**src/rtl/fetch_sequencer.sv**
```systemverilog
// Fetch/execute phase sequencer: latches {instr,oprnd} from ROM, owns the PC and C/Z flags,
// and adds run / single-step control for the debug console.
module fetch_sequencer #(
    parameter int                  PC_WIDTH     = 12,
    parameter logic [PC_WIDTH-1:0] RESET_VECTOR = '0
) (
    input  logic                clock,
    input  logic                reset,
    input  logic                run,
    input  logic                step,
    input  logic [7:0]          rom_data,
    input  logic                incPC,
    input  logic                loadPC,
    input  logic [PC_WIDTH-1:0] jump_addr,
    input  logic                loadFlags,
    input  logic                alu_c,
    input  logic                alu_z,
    output logic [PC_WIDTH-1:0] rom_addr,
    output logic                phase,
    output logic [3:0]          instr,
    output logic [3:0]          oprnd,
    output logic                c_flag,
    output logic                z_flag,
    output logic                busy
);

    typedef enum logic [1:0] {
        S_IDLE  = 2'd0,
        S_FETCH = 2'd1,
        S_EXEC  = 2'd2
    } step_state_t;

    step_state_t         state_q, state_d;
    logic [PC_WIDTH-1:0] pc_q, pc_d;
    logic                phase_q, phase_d;
    logic [3:0]          instr_q, instr_d;
    logic [3:0]          oprnd_q, oprnd_d;
    logic                c_q, c_d;
    logic                z_q, z_d;
    logic                busy_q, busy_d;
    logic                step_pending;
    logic                adv;

    always_comb begin
        step_pending = (state_q != S_IDLE);
        // An execute phase is always finished, so a run drop mid-instruction halts at fetch.
        adv = run | step_pending | phase_q;

        state_d = state_q;
        case (state_q)
            S_IDLE:  if (step && !run && !phase_q) state_d = S_FETCH;
            S_FETCH: state_d = S_EXEC;
            S_EXEC:  state_d = S_IDLE;
            default: state_d = S_IDLE;
        endcase
        busy_d = (state_d != S_IDLE);

        pc_d    = pc_q;
        phase_d = phase_q;
        instr_d = instr_q;
        oprnd_d = oprnd_q;
        c_d     = c_q;
        z_d     = z_q;
        if (adv) begin
            phase_d = ~phase_q;
            if (!phase_q) begin
                instr_d = rom_data[7:4];
                oprnd_d = rom_data[3:0];
            end else if (loadFlags) begin
                c_d = alu_c;
                z_d = alu_z;
            end
            if (loadPC) begin
                pc_d = jump_addr;
            end else if (incPC) begin
                pc_d = pc_q + PC_WIDTH'(1);
            end
        end
    end

    always_ff @(posedge clock or posedge reset) begin
        if (reset) begin
            state_q <= S_IDLE;
            pc_q    <= RESET_VECTOR;
            phase_q <= 1'b0;
            instr_q <= 4'h0;
            oprnd_q <= 4'h0;
            c_q     <= 1'b0;
            z_q     <= 1'b0;
            busy_q  <= 1'b0;
        end else begin
            state_q <= state_d;
            pc_q    <= pc_d;
            phase_q <= phase_d;
            instr_q <= instr_d;
            oprnd_q <= oprnd_d;
            c_q     <= c_d;
            z_q     <= z_d;
            busy_q  <= busy_d;
        end
    end

    assign rom_addr = pc_q;
    assign phase    = phase_q;
    assign instr    = instr_q;
    assign oprnd    = oprnd_q;
    assign c_flag   = c_q;
    assign z_flag   = z_q;
    assign busy     = busy_q;

endmodule

```
**config.mk**
```make
export PLATFORM = sky130hd
export DESIGN_NAME = fetch_sequencer
export DESIGN_NICKNAME = d
export VERILOG_FILES = /design/src/rtl/fetch_sequencer.sv
export SDC_FILE = /design/constraint.sdc
export NUM_CORES = 1
export LEC_CHECK = 0
export CORE_UTILIZATION = 35
export DETAILED_ROUTE_END_ITERATION = 7
export PLACE_DENSITY_LB_ADDON = 0.3
export SYNTH_ARGS = -nofsm -noshare
export SYNTH_HDL_FRONTEND = slang
export SYNTH_SLANG_ARGS = --single-unit
```
**constraint.sdc**
```tcl
create_clock -name clock -period 1.8 [get_ports clock]
set_clock_uncertainty 0.1 [all_clocks]
set_input_delay 0.18 -clock clock [delete_from_list [all_inputs] [get_ports clock]]
set_output_delay 0.18 -clock clock [all_outputs]
set_load 0.02 [all_outputs]
```
# Word level (Yosys, flattened, before mapping)
# Cells that the tools add are included.
# W data, S select, Z words.
totals:
  wordCells: 28
  out_inout_bits: 24
  reg_bits: 26
classes:
  muxes: 4
  reduce_logical: 11
  bitwise: 3
  eq_ne: 1
  n_addsub: 1
op_table:
  columns: ["op", "count"]
  rows:
  - ["$mux W12", 2]
  - ["$add A12 B1 Y12 const B", 1]
  - ["$reduce_bool A2 Y1", 3]
  - ["$pmux W2 S2", 1]
  - ["$reduce_and A2 Y1", 2]
  - ["$reduce_and A3 Y1", 1]
  - ["$eq A2 B1 Y1 const B", 1]
  - ["$logic_and A1 B1 Y1", 2]
  - ["$logic_not A1 Y1", 2]
  - ["$logic_not A2 Y1", 1]
  - ["$mux W2", 1]
  - ["$or A1 B1 Y1", 2]
  - ["$not A1 Y1", 1]

# Depth between registers and ports, before layout
logic_depth:
  ltp_word: 6
  mapped_depth: 5

# Least setup slack after synthesis
# No wires, ideal clock.
synth_timing:
  path_kind: "reg-to-reg"
  startpoint: "register pc_q[0], in the netlist rom_addr[0]"
  endpoint: "register pc_q[6], in the netlist rom_addr[6]"
  stages_incl_launch_ff: 6
  setup_slack_ns: 0.169
  t_arrival_ns: 1.405
  period_less_slack_ns: 1.631
  cell_sequence: "dfrtp_1 -> ha_1 -> nand3_1 -> or3_1 -> o21ai_0 -> a21oi_1"
synth_between:
  elab_chain_len: 3
synth_rtl:
  columns: ["item", "line", "source"]
  rows:
  - ["from (decl)", "34", "logic [PC_WIDTH-1:0] pc_q, pc_d;"]
  - ["from (signal assigned)", "93", "pc_q <= pc_d;"]
  - ["$add A12 B1 Y12", "76", "pc_d = pc_q + PC_WIDTH'(1);"]
  - ["$mux W12", "75", "end else if (incPC) begin"]
  - ["$mux W12", "73", "if (loadPC) begin"]
# Every way passes these cells. The select of a mux whose other input is x is not followed.
# A chain may end at the register's enable or synchronous reset.

# Final worst setup path
layout_timing:
  startpoint: "register pc_q[0], in the netlist rom_addr[0]"
  endpoint: "output port rom_addr[0]"
layout_lines:
  columns: ["item", "line", "source"]
  rows:
  - ["to (decl)", "18", "output logic [PC_WIDTH-1:0] rom_addr,"]
# No word-level cell between the ends.

==> impl_results.md <==
- Worst min-delay path class: in -> async
- Pwr Density: around 1100 mW/mm^2
- Crit path max-delay cell type: clkdlybuf4s50_1
- Starting Density: 0.370
- Worst endpoint required time: 1.52 ns
- Netlist cell types: 34
- CP top delay family: buffers and inverters
- Critical path fanouts, max: 5
- Layout fillers: 290
- Synthesized Nets: 147
- TritonCTS Buffers: 3
- Final hold slack: 0.0904 ns
- Grt total ovfl: 0
- Non-filler cells, final: 219
- Initial antenna violation count: 0
- Core Area: 0.00339 mm^2
- Multi-input logic area: between 500 and 600 um^2
- CTS tree: done
- PortBufs: 52
- Seq/Total Area, Yosys: 0.519
- Layout Utilization: 0.557
- Routed length per instance: 13.4 um
- Mapped Area: 0.00125 mm^2
- Async S/R FF share, synth: 1.00
- Cell Area, Placed: around 0.0018 mm^2
- Final hold violations: 0
- Root Driver: clkbuf_4
- Crit. End Element: output pin
- FF/Latch Area: ~650 um^2
- F_max: 580 MHz
- Crit Path Class: reg -> out
- Routed Antenna Nets: 0
- Slew headroom: 0.630
- Deepest clock path buffer count: 2
- Slew Limit Fails: 0
- Cells after Synth: 117
- Avg Cell Area, Syn: 10.7 um^2
- Worst-margin pin slew: between 0.5 and 0.6 ns
- Pwr Total: 2.05 mW
- CP arrival: 1.44 ns
- Leak: 0.767 nW
- Ys flop type: dfrtp_1
- Maximum VDD drop: about 550 uV
- GP Congestion: 0.805
- Layout cells sized above 1: 0.179
- First DRT Iteration DRCs: 83
- DRC viols: 0
- Worst-path cell chain: clkdlybuf4s50_1
- Post-DP HPWL: 2200 um
- Synth top area share: 0.519
- Status: completed
- CTS H-tree lvls: 1
- Clk_lat worst skew: 0.32 ns
- Max-cap violations: 0
- Total number of yosys warnings: 0
- DRT Pass-1 Iters: 4
- Number of synthesized flops with an enable pin: 0
- Clk sinks: 26
- Worst-path clk slew: 0.15 ns
- Vias in the first global route: 1151
- Vias: 1105
- Die area: around 0.0038 mm^2
- Nets: a little over 200
- Die Ht: around 60 um
- Final instance area: 0.00189 mm^2
- Top post-synthesis cells by area: dfrtp_1 52%, mux2_2 9.0%, o21ai_0 4.4%
- GRT Overall Usage: 0.171
- N_diodes: 0
- Worst setup SP type: flip-flop
- Largest stage delay, worst path: 0.65 ns
- Pin count of the biggest net entering global routing: 27
- First-pass GRT wire length: 4840 um
- RSZ-0062 raised after global routing: false
- Tcrit/Tclk final: 0.958
- Die X: 61.8 um
- Row cnt: 21
- Fin crit period: 1.72 ns
- Setup violations, final: 0
- Most frequent cell after synthesis: dfrtp_1
- Largest area contributor in the netlist: dfrtp_1
- Worst path bufs/invs: 1
- Top post-synthesis cells by count: 26 x dfrtp_1, 11 x o21ai_0, 10 x mux2_2, 8 x a21oi_1, 8 x nor2_1
- Post-Route WL: roughly 3000 um
- DR vias/cell: around 5
- Area growth syn-to-layout: 50.8%
- # placed instances: about 220
- Io pins: 53
- R2r setup slk: 0.18 ns
- Register bit count reported by yosys: 26
## placed cells by master (no fill, tap or decap), types with 2 or more instances in the layout
cell type	netlist	layout
clkdlybuf4s50_1	0	52
nand2_1	3	3
nor2_1	8	7
o21ai_0	11	11
or2_2	2	2
a21oi_1	8	8
clkbuf_4	0	3
a2bb2oi_1	4	4
inv_1	6	6
a31oi_1	3	3
dfrtp_1	26	25
mux2_2	10	10
mux2i_1	3	3
nor3_1	4	3
buf_4	1	4
nand3_1	6	5
nor4_1	3	2
nor2_2	1	2
## metal layers
layer,part of all wire,track usage,vias to the layer above
met1,0.45,0.203,521
met4,0.0099,0.0698,0
met3,0.058,0.0393,4
met5,0,0,-
met2,0.49,0.300,40
li1,-,-,540
## path summary, 6_finish.rpt
check,start,endpoint,depth (start not counted)
worst max-delay path,rom_addr[0]$_DFFE_PP0P_,rom_addr[0],1
worst min-delay path,reset,oprnd[3]$_DFFE_PP0P_,3
worst max register to register,rom_addr[0]$_DFFE_PP0P_,rom_addr[6]$_DFFE_PP0P_,5
worst min register to register,state_q[1]$_DFF_PP0_,state_q[1]$_DFF_PP0_,1
max in group asynchronous,reset,rom_addr[2]$_DFFE_PP0P_,3
min in group clock,step,state_q[0]$_DFF_PP0_,2
## where the power goes
part / internal, mW / switching, mW / total (mW) / leakage, nW
registers: 0.727 / 0.141 / 0.867 / 0.303
logic: 0.459 / 0.428 / 0.887 / 0.443
clock network: 0.124 / 0.171 / 0.294 / 0.0210
total: 1.31 / 0.739 / 2.05 / 0.767
## timing repair
item                       4_1_cts  5_1_grt
hold buffers                     0        0
buffers inserted                 0        0
gates resized for setup          1        4
setup endpoints to repair        3        4
## flip-flops by register name, indices dropped and copies added (netlist names)
signal and count:
state_q 2, rom_addr 12, z_flag 1, c_flag 1
oprnd 4, instr 4, phase 1, busy 1
## cell type report
| cell class | count | share of cell area |
|---|---|---|
| clock buffers | 4 | 0.0192 |
| inverters | 7 | 0.0139 |
| multi-input cells | 80 | 0.300 |
| flip-flops and latches | 26 | 0.345 |
| well taps | 46 | 0.0305 |
| repair buffers | 56 | 0.291 |
## through the flow
stage | setup slack (ns) | TNS [ns]
finish | 0.0761 | 0
CTS | 0.0507 | 0
detailed placement | -0.282 | -1.46
global placement | -0.192 | -0.746
floorplan | 0.169 | 0
global route | 0.000157 | 0
## cell families (layout without fill, tap and decap cells)
| kind of cell | count (synthesis) | in the layout | synth area share |
|---|---|---|---|
| muxes | 13 | 13 | 0.114 |
| adders and majority gates | 1 | 1 | 0.00999 |
| and+or+nand+nor | 33 | 33 | 0.147 |
| buffers and inverters | 11 | 67 | 0.0429 |
| DFF | 26 | 26 | 0.519 |
| AOI/OAI and AO/OA | 33 | 33 | 0.167 |
Power figures use the tool's default switching activity.
